==> config.mk <==
export PLATFORM = sky130hd
export DESIGN_NAME = mem_access_unit
export DESIGN_NICKNAME = d
export VERILOG_FILES = /design/src/rtl/mem_access_unit.sv
export SDC_FILE = /design/constraint.sdc
export NUM_CORES = 1
export LEC_CHECK = 0
export BUFFER_PORTS_ARGS = -buffer_cell sky130_fd_sc_hd__buf_2
export CORE_MARGIN = 8
export CORE_UTILIZATION = 45
export CTS_CLUSTER_SIZE = 20
export DETAILED_ROUTE_END_ITERATION = 10
export PLACE_DENSITY = 0.84
export SYNTH_ARGS = -nofsm -noshare
export SYNTH_HDL_FRONTEND = slang
export SYNTH_SLANG_ARGS = --single-unit
==> constraint.sdc <==
create_clock -name Clk -period 2.1 [get_ports Clk]
set_input_delay 0 -clock Clk [delete_from_list [all_inputs] [get_ports Clk]]
set_output_delay 0 -clock Clk [all_outputs]
set_load 0.005 [all_outputs]
==> src/rtl/mem_access_unit.sv <==
// mem_access_unit: memory stage that turns one lw/sw/lb/sb request into
// req/ack transactions on a word-wide data-memory port.
// Byte stores are performed as read-modify-write.
module mem_access_unit #(
  parameter int unsigned BASE_OFFSET = 1024,
  parameter int          MEM_AW      = 10
) (
  input  logic              Clk,
  input  logic              Reset,
  input  logic              Req_valid,
  output logic              Req_ready,
  input  logic [31:0]       ALU_MEM_Addr,
  input  logic [31:0]       MEM_DataIn,
  input  logic              MEM_WrEn,
  input  logic              ByteOp,
  output logic [31:0]       MEM_DataOut,
  output logic              Resp_valid,
  output logic              Misaligned,
  output logic              MM_Req,
  output logic              MM_WrEn,
  output logic [MEM_AW-1:0] MM_Addr,
  output logic [31:0]       MM_WrData,
  input  logic [31:0]       MM_RdData,
  input  logic              MM_Ack
);

  typedef enum logic [1:0] {IDLE, RD, WR, RESP} state_t;

  state_t              r_state;
  logic                r_reqReady;
  logic                r_respValid;
  logic                r_misaligned;
  logic                r_mmReq;
  logic                r_mmWrEn;
  logic [MEM_AW-1:0]   r_mmAddr;
  logic [31:0]         r_mmWrData;
  logic [31:0]         r_dataOut;
  logic [1:0]          r_lane;
  logic [7:0]          r_storeByte;
  logic                r_isStore;
  logic                r_isByte;

  logic [31:0]         w_addr;
  logic                w_misaligned;
  logic [7:0]          w_rdLane;
  logic [31:0]         w_merged;

  // Offset byte address; the addition wraps modulo 2^32 and the word slice wraps the memory.
  assign w_addr       = ALU_MEM_Addr + 32'(BASE_OFFSET);
  assign w_misaligned = !ByteOp && (w_addr[1:0] != 2'b00);

  // Pick the addressed byte lane of the read word and build the sb merge word (little-endian lanes).
  always_comb begin
    w_rdLane = MM_RdData[7:0];
    w_merged = MM_RdData;
    case (r_lane)
      2'd0: begin
        w_rdLane       = MM_RdData[7:0];
        w_merged[7:0]  = r_storeByte;
      end
      2'd1: begin
        w_rdLane       = MM_RdData[15:8];
        w_merged[15:8] = r_storeByte;
      end
      2'd2: begin
        w_rdLane        = MM_RdData[23:16];
        w_merged[23:16] = r_storeByte;
      end
      default: begin
        w_rdLane        = MM_RdData[31:24];
        w_merged[31:24] = r_storeByte;
      end
    endcase
  end

  // Single FSM: accept a request in IDLE, run read and/or write phases, pulse the response.
  always_ff @(posedge Clk) begin
    if (Reset) begin
      r_state      <= IDLE;
      r_reqReady   <= 1'b1;
      r_respValid  <= 1'b0;
      r_misaligned <= 1'b0;
      r_mmReq      <= 1'b0;
      r_mmWrEn     <= 1'b0;
      r_mmAddr     <= '0;
      r_mmWrData   <= '0;
      r_dataOut    <= '0;
      r_lane       <= '0;
      r_storeByte  <= '0;
      r_isStore    <= 1'b0;
      r_isByte     <= 1'b0;
    end else begin
      case (r_state)
        IDLE: begin
          if (Req_valid) begin
            r_reqReady  <= 1'b0;
            r_lane      <= w_addr[1:0];
            r_storeByte <= MEM_DataIn[7:0];
            r_isStore   <= MEM_WrEn;
            r_isByte    <= ByteOp;
            r_mmAddr    <= w_addr[MEM_AW+1:2];
            if (w_misaligned) begin
              r_state      <= RESP;
              r_respValid  <= 1'b1;
              r_misaligned <= 1'b1;
            end else if (MEM_WrEn && !ByteOp) begin
              r_state    <= WR;
              r_mmReq    <= 1'b1;
              r_mmWrEn   <= 1'b1;
              r_mmWrData <= MEM_DataIn;
            end else begin
              r_state  <= RD;
              r_mmReq  <= 1'b1;
              r_mmWrEn <= 1'b0;
            end
          end
        end
        RD: begin
          if (MM_Ack) begin
            if (r_isStore) begin
              r_state    <= WR;
              r_mmWrEn   <= 1'b1;
              r_mmWrData <= w_merged;
            end else begin
              r_state     <= RESP;
              r_mmReq     <= 1'b0;
              r_respValid <= 1'b1;
              r_dataOut   <= r_isByte ? {24'b0, w_rdLane} : MM_RdData;
            end
          end
        end
        WR: begin
          if (MM_Ack) begin
            r_state     <= RESP;
            r_mmReq     <= 1'b0;
            r_mmWrEn    <= 1'b0;
            r_respValid <= 1'b1;
          end
        end
        default: begin
          r_state      <= IDLE;
          r_respValid  <= 1'b0;
          r_misaligned <= 1'b0;
          r_reqReady   <= 1'b1;
        end
      endcase
    end
  end

  assign Req_ready   = r_reqReady;
  assign Resp_valid  = r_respValid;
  assign Misaligned  = r_misaligned;
  assign MM_Req      = r_mmReq;
  assign MM_WrEn     = r_mmWrEn;
  assign MM_Addr     = r_mmAddr;
  assign MM_WrData   = r_mmWrData;
  assign MEM_DataOut = r_dataOut;

endmodule

==> results of run 1 <==
## what timing repair did
item / CTS / global route
hold endpoints to repair: 58 / 0
hold buffers: 58 / 0
resized for setup: 0 / 2
setup endpoints to repair: 0 / 18
## through the flow
stage          cell area (um^2)  worst slack [ns]
6_report                   6580             0.206
5_1_grt                    6580            0.0761
4_1_cts                    6570            0.0377
3_5_place_dp               5810            0.0630
3_3_place_gp               5810             0.174
2_1_floorplan              4880             0.314
## metal layers
| layer | vias up | share of wire |
|---|---|---|
| li1 | 2388 | - |
| met1 | 2371 | 0.40 |
| met2 | 221 | 0.49 |
| met3 | 61 | 0.067 |
| met4 | 0 | 0.042 |
| met5 | - | 0 |
## layout make-up
type,instances,area (um^2)
clock inverter,2,35.0
inverter,5,18.8
antenna,1,2.50
clock buffer,12,145
sequential,93,1860
multi-input combinational,387,2750
timing repair buffer,237,1590
fill,893,4120
tap,140,175
## layout by cell type (no fill, tap or decap), types with 8 or more instances in the layout
cell	n
dfxtp_1	93
clkbuf_8	10
and3_1	8
nand2_1	86
a21oi_1	56
buf_4	13
nor2b_1	12
buf_2	160
nand3b_1	24
mux4_1	8
o21ai_0	44
a2111o_1	16
a211oi_1	19
nor2_1	9
o211ai_1	32
o41ai_2	16
mux2i_1	25
dlygate4sd3_1	58
## kinds of logic (layout without fill, tap and decap cells)
logic type	after synthesis	after routing
other cells	0	1
simple gates	155	155
compound gates	192	192
buf+inv	61	256
flops	93	93
fa+ha+maj	5	5
mux	34	34
xor+xnor	1	1
## critical path, cell delays in order (launching register included)
cell and delay, ns:
dfxtp_1 0.37, inv_1 0.10, ha_2 0.30, or2b_1 0.30
o221ai_4 0.23, buf_6 0.26, o211ai_1 0.13, o41ai_2 0.08
## flip-flops by register name, summed over array words and instances, names as in the netlist, 2 cells and up
signal and flops:
MEM_DataOut 32, MM_Addr 10, MM_WrData 32, r_lane 2, r_state 2, r_storeByte 8
## path summary, 6_finish.rpt
kind	start	end	slack, ns
worst min-delay path	MEM_DataIn[24]	MM_WrData[24]	0.003
worst max-delay path	r_state[0]	MM_WrData[29]	0.21
worst max register to register	r_state[0]	MM_WrData[29]	0.21
worst min register to register	MM_Addr[3]	MM_Addr[3]	0.45
## power breakdown
group	switching (mW)	internal, mW	leakage [nW]
Combinational	1.63	1.11	1.97
Sequential	0.224	2.09	0.757
Clock	0.613	0.570	0.0923
==> results.sh, run 1 <==
export IMPL_post_route_period_util=0.902
export IMPL_remaining_drc_errors=0
export IMPL_tightest_slew_ns=0.567
export IMPL_ant_nets=0
export IMPL_start_kind="flip-flop"
export IMPL_cts_tree="built"
export IMPL_die_x_um=120
export IMPL_reg2reg_depth=7
export IMPL_netlist_cell_type_count=46
export IMPL_finalCriticalPeriod_ns=1.89
export IMPL_async_reset_ff_frac=0
export IMPL_cts_clk_slew_worst_paths_ns=0.09
export IMPL_status="finished, final reports clean"
export IMPL_grt_pass1_vias=5136
export IMPL_die_area_um2=14400
export IMPL_cp_max_fo=22
export IMPL_synth_top_cells_by_area="dfxtp_1 38%, nand2_1 6.6%, a21oi_1 5.7%"
export IMPL_syn_nets=648
export IMPL_yosys_area_top_type="dfxtp_1"
export IMPL_synth_area_um2=4880
export IMPL_die_height_um=120
export IMPL_synth_top_family_by_area="compound AO/OA/AOI/OAI gates"
export IMPL_synth_top_area_frac=0.381
export IMPL_rows=38
export IMPL_ys_seq_elements=93
export IMPL_p_leak_nw=2.82
export IMPL_ys_warn_count=0
export IMPL_dr_first_iter_drc_count=425
export IMPL_via_per_inst=5.75
export IMPL_slew_violations=0
export IMPL_io_pins=181
export IMPL_grt_max_degree=77
export IMPL_grt_pass1_wl_um=27100
export IMPL_holdPathStages=3
export IMPL_grt_use_total=0.234
export IMPL_endpoint_kind="flip-flop"
export IMPL_numCtsBuffers=9
export IMPL_firstDrtPassIters=6
export IMPL_synth_edf_count=0
export IMPL_setup_tns_ns=0
export IMPL_insertion_delay_ns=0.37
export IMPL_synth_compound_area_frac=0.290
export IMPL_use_met3=0.0634
export IMPL_synth_xor_area_frac=0.00179
export IMPL_min_path_type="in -> reg"
export IMPL_clkSinkCount=93
export IMPL_postCtsSetupRepairBufs=0
export IMPL_critPathKind="reg -> reg"
export IMPL_setup_viol_count_final=0
export IMPL_crit_required_ns=2.37
export IMPL_max_clock_freq_mhz=528
export IMPL_area_growth_pct=34.7
export IMPL_total_power_mw=6.24
export IMPL_yosysMostFrequentCell="dfxtp_1"
export IMPL_wl_per_cell_um=19.3
export IMPL_synth_commonest_cells="93 x dfxtp_1, 86 x nand2_1, 56 x a21oi_1"
export IMPL_rsz0062_at_grt="false"
export IMPL_clockRootBuffer="clkbuf_8"
export IMPL_cts_htree_levels=3
export IMPL_cts_buffer_depth=2
export IMPL_dp_hpwl_um=11800
export IMPL_grt_use_met2=0.393
export IMPL_post_synth_cell_area_avg_um2=9.03
export IMPL_met1_usage=0.268
export IMPL_globalplace_congestion=0.924
export IMPL_drv_cap=0
export IMPL_peakVddDrop_v=0.000657
export IMPL_hold_viol=0
export IMPL_synthSimpleGateAreaFrac=0.160
export IMPL_wl_um=16900
export IMPL_layout_cells_non_filler=877
export IMPL_io_buffers=160
export IMPL_ys_flop_type="dfxtp_1"
export IMPL_hold_slack_ns=0.00346
export IMPL_crit_arrival_ns=2.16
export IMPL_utilization=0.615
export IMPL_relSlewSlack=0.622
export IMPL_vias=5041
export IMPL_layout_nets=840
export IMPL_clock_skew_ns=0.0105
export IMPL_top_usage_layer="met2"
export IMPL_synth_mux_area_frac=0.0966
export IMPL_drive_gt1_frac=0.292
export IMPL_seq_area_frac_synth=0.381
export IMPL_core_area_um2=10700
export IMPL_synth_fa_ha_area_frac=0.0128
export IMPL_numPlacedInstances=804
export IMPL_floorplan_initialDensity=0.456
export IMPL_antenna_found_initial=1
export IMPL_syn_inst=541
export IMPL_grt_ovfl_total=0
export IMPL_p_per_area_nw_per_um2=948
(Power assumes the default switching activity.)
==> run 2, diff against run 1 <==
- ABC_AREA: unset -> 1
==> run 2 against run 1 <==
Register-to-register slack hardly changed. Worst hold slack better by 0.0053 ns. Sequential share of layout area hardly changed. Worst setup slack better by 0.0033 ns. Global-route usage is 0.76 points higher. Via count is 10% higher. Cell area hardly changed. Synthesized cell count is 34% higher. Flip-flop and latch count stayed put. Clock power is 19% higher. Critical endpoint is now MEM_DataOut[24]. Highest routed layer unchanged.
==> results.sh, run 2 <==
export IMPL_cp_slowest_cell="dfxtp_1"
export IMPL_clock_skew_ns=0.0114
export IMPL_firstDrtPassIters=6
export IMPL_cts_tree="built"
export IMPL_dr_first_iter_drc_count=662
export IMPL_worstHoldStart="MEM_DataIn[11]"
export IMPL_endpoint_kind="flip-flop"
export IMPL_drv_cap=0
export IMPL_max_clock_freq_mhz=529
export IMPL_p_leak_nw=3.26
export IMPL_cts_htree_levels=3
export IMPL_relSlewSlack=0.549
export IMPL_hold_slack_ns=0.00880
export IMPL_crit_path_frequent_cell="nor2_2"
export IMPL_remaining_drc_errors=0
export IMPL_cpPeakStageDelay_ns=0.42
export IMPL_synth_top_cells_by_area="dfxtp_1 40%, nand2_1 16%, nor2_1 8.7%"
export IMPL_rows=37
export IMPL_io_buffers=160
export IMPL_wl_per_cell_um=16.1
export IMPL_ant_nets=0
export IMPL_ys_flop_type="dfxtp_1"
export IMPL_cp_max_fo=26
export IMPL_setup_tns_ns=0
export IMPL_die_area_um2=14000
export IMPL_core_area_um2=10200
export IMPL_netlist_cell_type_count=27
export IMPL_status="finished, final reports clean"
export IMPL_cts_buffer_depth=2
export IMPL_synth_area_um2=4700
export IMPL_grt_max_degree=49
export IMPL_yosys_area_top_type="dfxtp_1"
export IMPL_numPlacedInstances=990
export IMPL_finalCriticalPeriod_ns=1.89
export IMPL_r2r_start="r_state[0]"
export IMPL_clkSinkCount=93
export IMPL_postCtsSetupRepairBufs=0
export IMPL_hold_viol=0
export IMPL_ff2ff_setup_slack_ns=0.21
export IMPL_drive_gt1_frac=0.217
export IMPL_synth_top_area_frac=0.396
export IMPL_final_common_cell="nand2_1"
export IMPL_path_cells="ha_1 > inv_1 > nor2_2 > inv_2 > nor2_2 > buf_4 > nand3_1 > a21oi_1"
export IMPL_clockRootBuffer="clkbuf_8"
export IMPL_globalplace_congestion=0.949
export IMPL_vias=5548
export IMPL_die_x_um=118
export IMPL_grt_ovfl_total=0
export IMPL_worst_slack_ns=0.209
export IMPL_peakVddDrop_v=0.000649
export IMPL_post_synth_cell_area_avg_um2=6.48
export IMPL_synth_commonest_cells="205 x nand2_1, 109 x nor2_1, 93 x dfxtp_1"
export IMPL_reg2reg_to="MEM_DataOut[24]"
export IMPL_slew_violations=0
export IMPL_via_per_inst=5.13
export IMPL_area_growth_pct=39.9
export IMPL_reg2reg_depth=8
export IMPL_synth_edf_count=0
export IMPL_crit_required_ns=2.39
export IMPL_fillers=899
export IMPL_dp_hpwl_um=11800
export IMPL_p_per_area_nw_per_um2=1110
export IMPL_yosysMostFrequentCell="nand2_1"
export IMPL_layout_nets=1047
export IMPL_grt_use_total=0.241
export IMPL_hold_end="MM_WrData[11]"
export IMPL_antenna_found_initial=0
export IMPL_insertion_delay_ns=0.37
export IMPL_tightest_slew_ns=0.672
export IMPL_syn_nets=832
export IMPL_start_kind="flip-flop"
export IMPL_floorplan_initialDensity=0.459
export IMPL_grt_pass1_wl_um=27500
export IMPL_ys_warn_count=0
export IMPL_final_cell_mix="204 x nand2_1, 160 x buf_2, 109 x nor2_1, 93 x dfxtp_1, 75 x dlygate4sd3_1"
export IMPL_async_reset_ff_frac=0
export IMPL_layout_cells_non_filler=1081
export IMPL_holdPathStages=5
export IMPL_seq_area_frac_synth=0.396
export IMPL_grt_pass1_vias=5189
export IMPL_syn_inst=725
export IMPL_io_pins=181
export IMPL_rsz0062_at_grt="false"
export IMPL_place_ws_ns=0.237
export IMPL_post_route_period_util=0.900
export IMPL_crit_arrival_ns=2.18
export IMPL_total_power_mw=7.29
export IMPL_critPathKind="reg -> reg"
export IMPL_cts_clk_slew_worst_paths_ns=0.09
export IMPL_wl_um=17400
export IMPL_numCtsBuffers=9
export IMPL_setup_viol_count_final=0
export IMPL_min_path_type="in -> reg"
export IMPL_ys_seq_elements=93
export IMPL_die_height_um=118
run 2: changes by cell type after synthesis, moves of 17 or more:
cell,before,now
o21ai_0,44,65
a211oi_1,19,0
nand2_1,86,205
mux2i_1,25,8
o211ai_1,32,2
inv_1,4,49
nor2_1,9,109
nand3b_1,24,0
nand3_1,2,46
run 2: where the power goes:
| part | internal (mW) | switching [mW] |
|---|---|---|
| Sequential | 2.19 | 0.259 |
| Combinational | 1.30 | 2.13 |
| Clock | 0.762 | 0.645 |
| Total | 4.25 | 3.03 |
run 2: repair_timing:
action | CTS | global route
setup endpoints to repair | 0 | 1
resized for setup | 0 | 2
hold buffers | 75 | 0
endpoints found under the hold margin | 76 | 0
run 2: routing by layer:
metal | vias to the layer above | GRT usage | wire (um)
li1 | 2733 | - | -
met1 | 2454 | 0.275 | 6740
met2 | 289 | 0.397 | 8210
met3 | 72 | 0.0814 | 1660
met4 | 0 | 0.122 | 758
met5 | - | 0 | 0
run 2: logic make-up after synthesis:
| logic type | after synthesis | share of synthesized area |
|---|---|---|
| AOI/OAI and AO/OA | 133 | 0.144 |
| muxes | 8 | 0.0170 |
| DFF | 93 | 0.396 |
| and+or+nand+nor | 385 | 0.334 |
| adders and majority gates | 5 | 0.0133 |
| xor gates and xnor gates | 1 | 0.00186 |
| buffers and inverters | 100 | 0.0935 |
run 2: how the worst max path moves through the flow:
stage                          start               to  slack [ns]  cells past startpoint
after floorplan           r_state[0]    MM_WrData[10]        0.49                     11
after global placement    r_state[0]    MM_WrData[31]        0.28                     10
after detailed placement  r_state[1]   MEM_DataOut[3]        0.24                     10
after CTS                 r_state[1]   MEM_DataOut[3]        0.20                     10
after global routing      r_state[1]  MEM_DataOut[24]        0.03                      9
final                     r_state[0]  MEM_DataOut[24]        0.21                      8
run 2: critical path, delay by kind of cell, from the launching register on:
family          cells  cell delay [ns]
compound gates      1             0.23
buf+inv             3             0.44
flops               1             0.42
simple gates        3             0.47
fa+ha+maj           1             0.24
run 2: cell type report:
class,instances,area (um^2),area share
multi-input combinational,532,2400,0.365
sequential,93,1860,0.283
timing repair buffer,249,1690,0.258
inverter,55,210,0.0320
tap,136,170,0.0259
clock buffer,12,165,0.0251
clock inverter,3,67.6,0.0103
antenna,1,2.50,0.000381
run 2: through the flow:
| stage | utilization | instance area (um^2) |
|---|---|---|
| after detailed placement | 0.545 | 5580 |
| final | 0.642 | 6570 |
| after global placement | 0.545 | 5580 |
| after global routing | 0.642 | 6570 |
| after floorplan | - | 4700 |
| after CTS | 0.641 | 6560 |
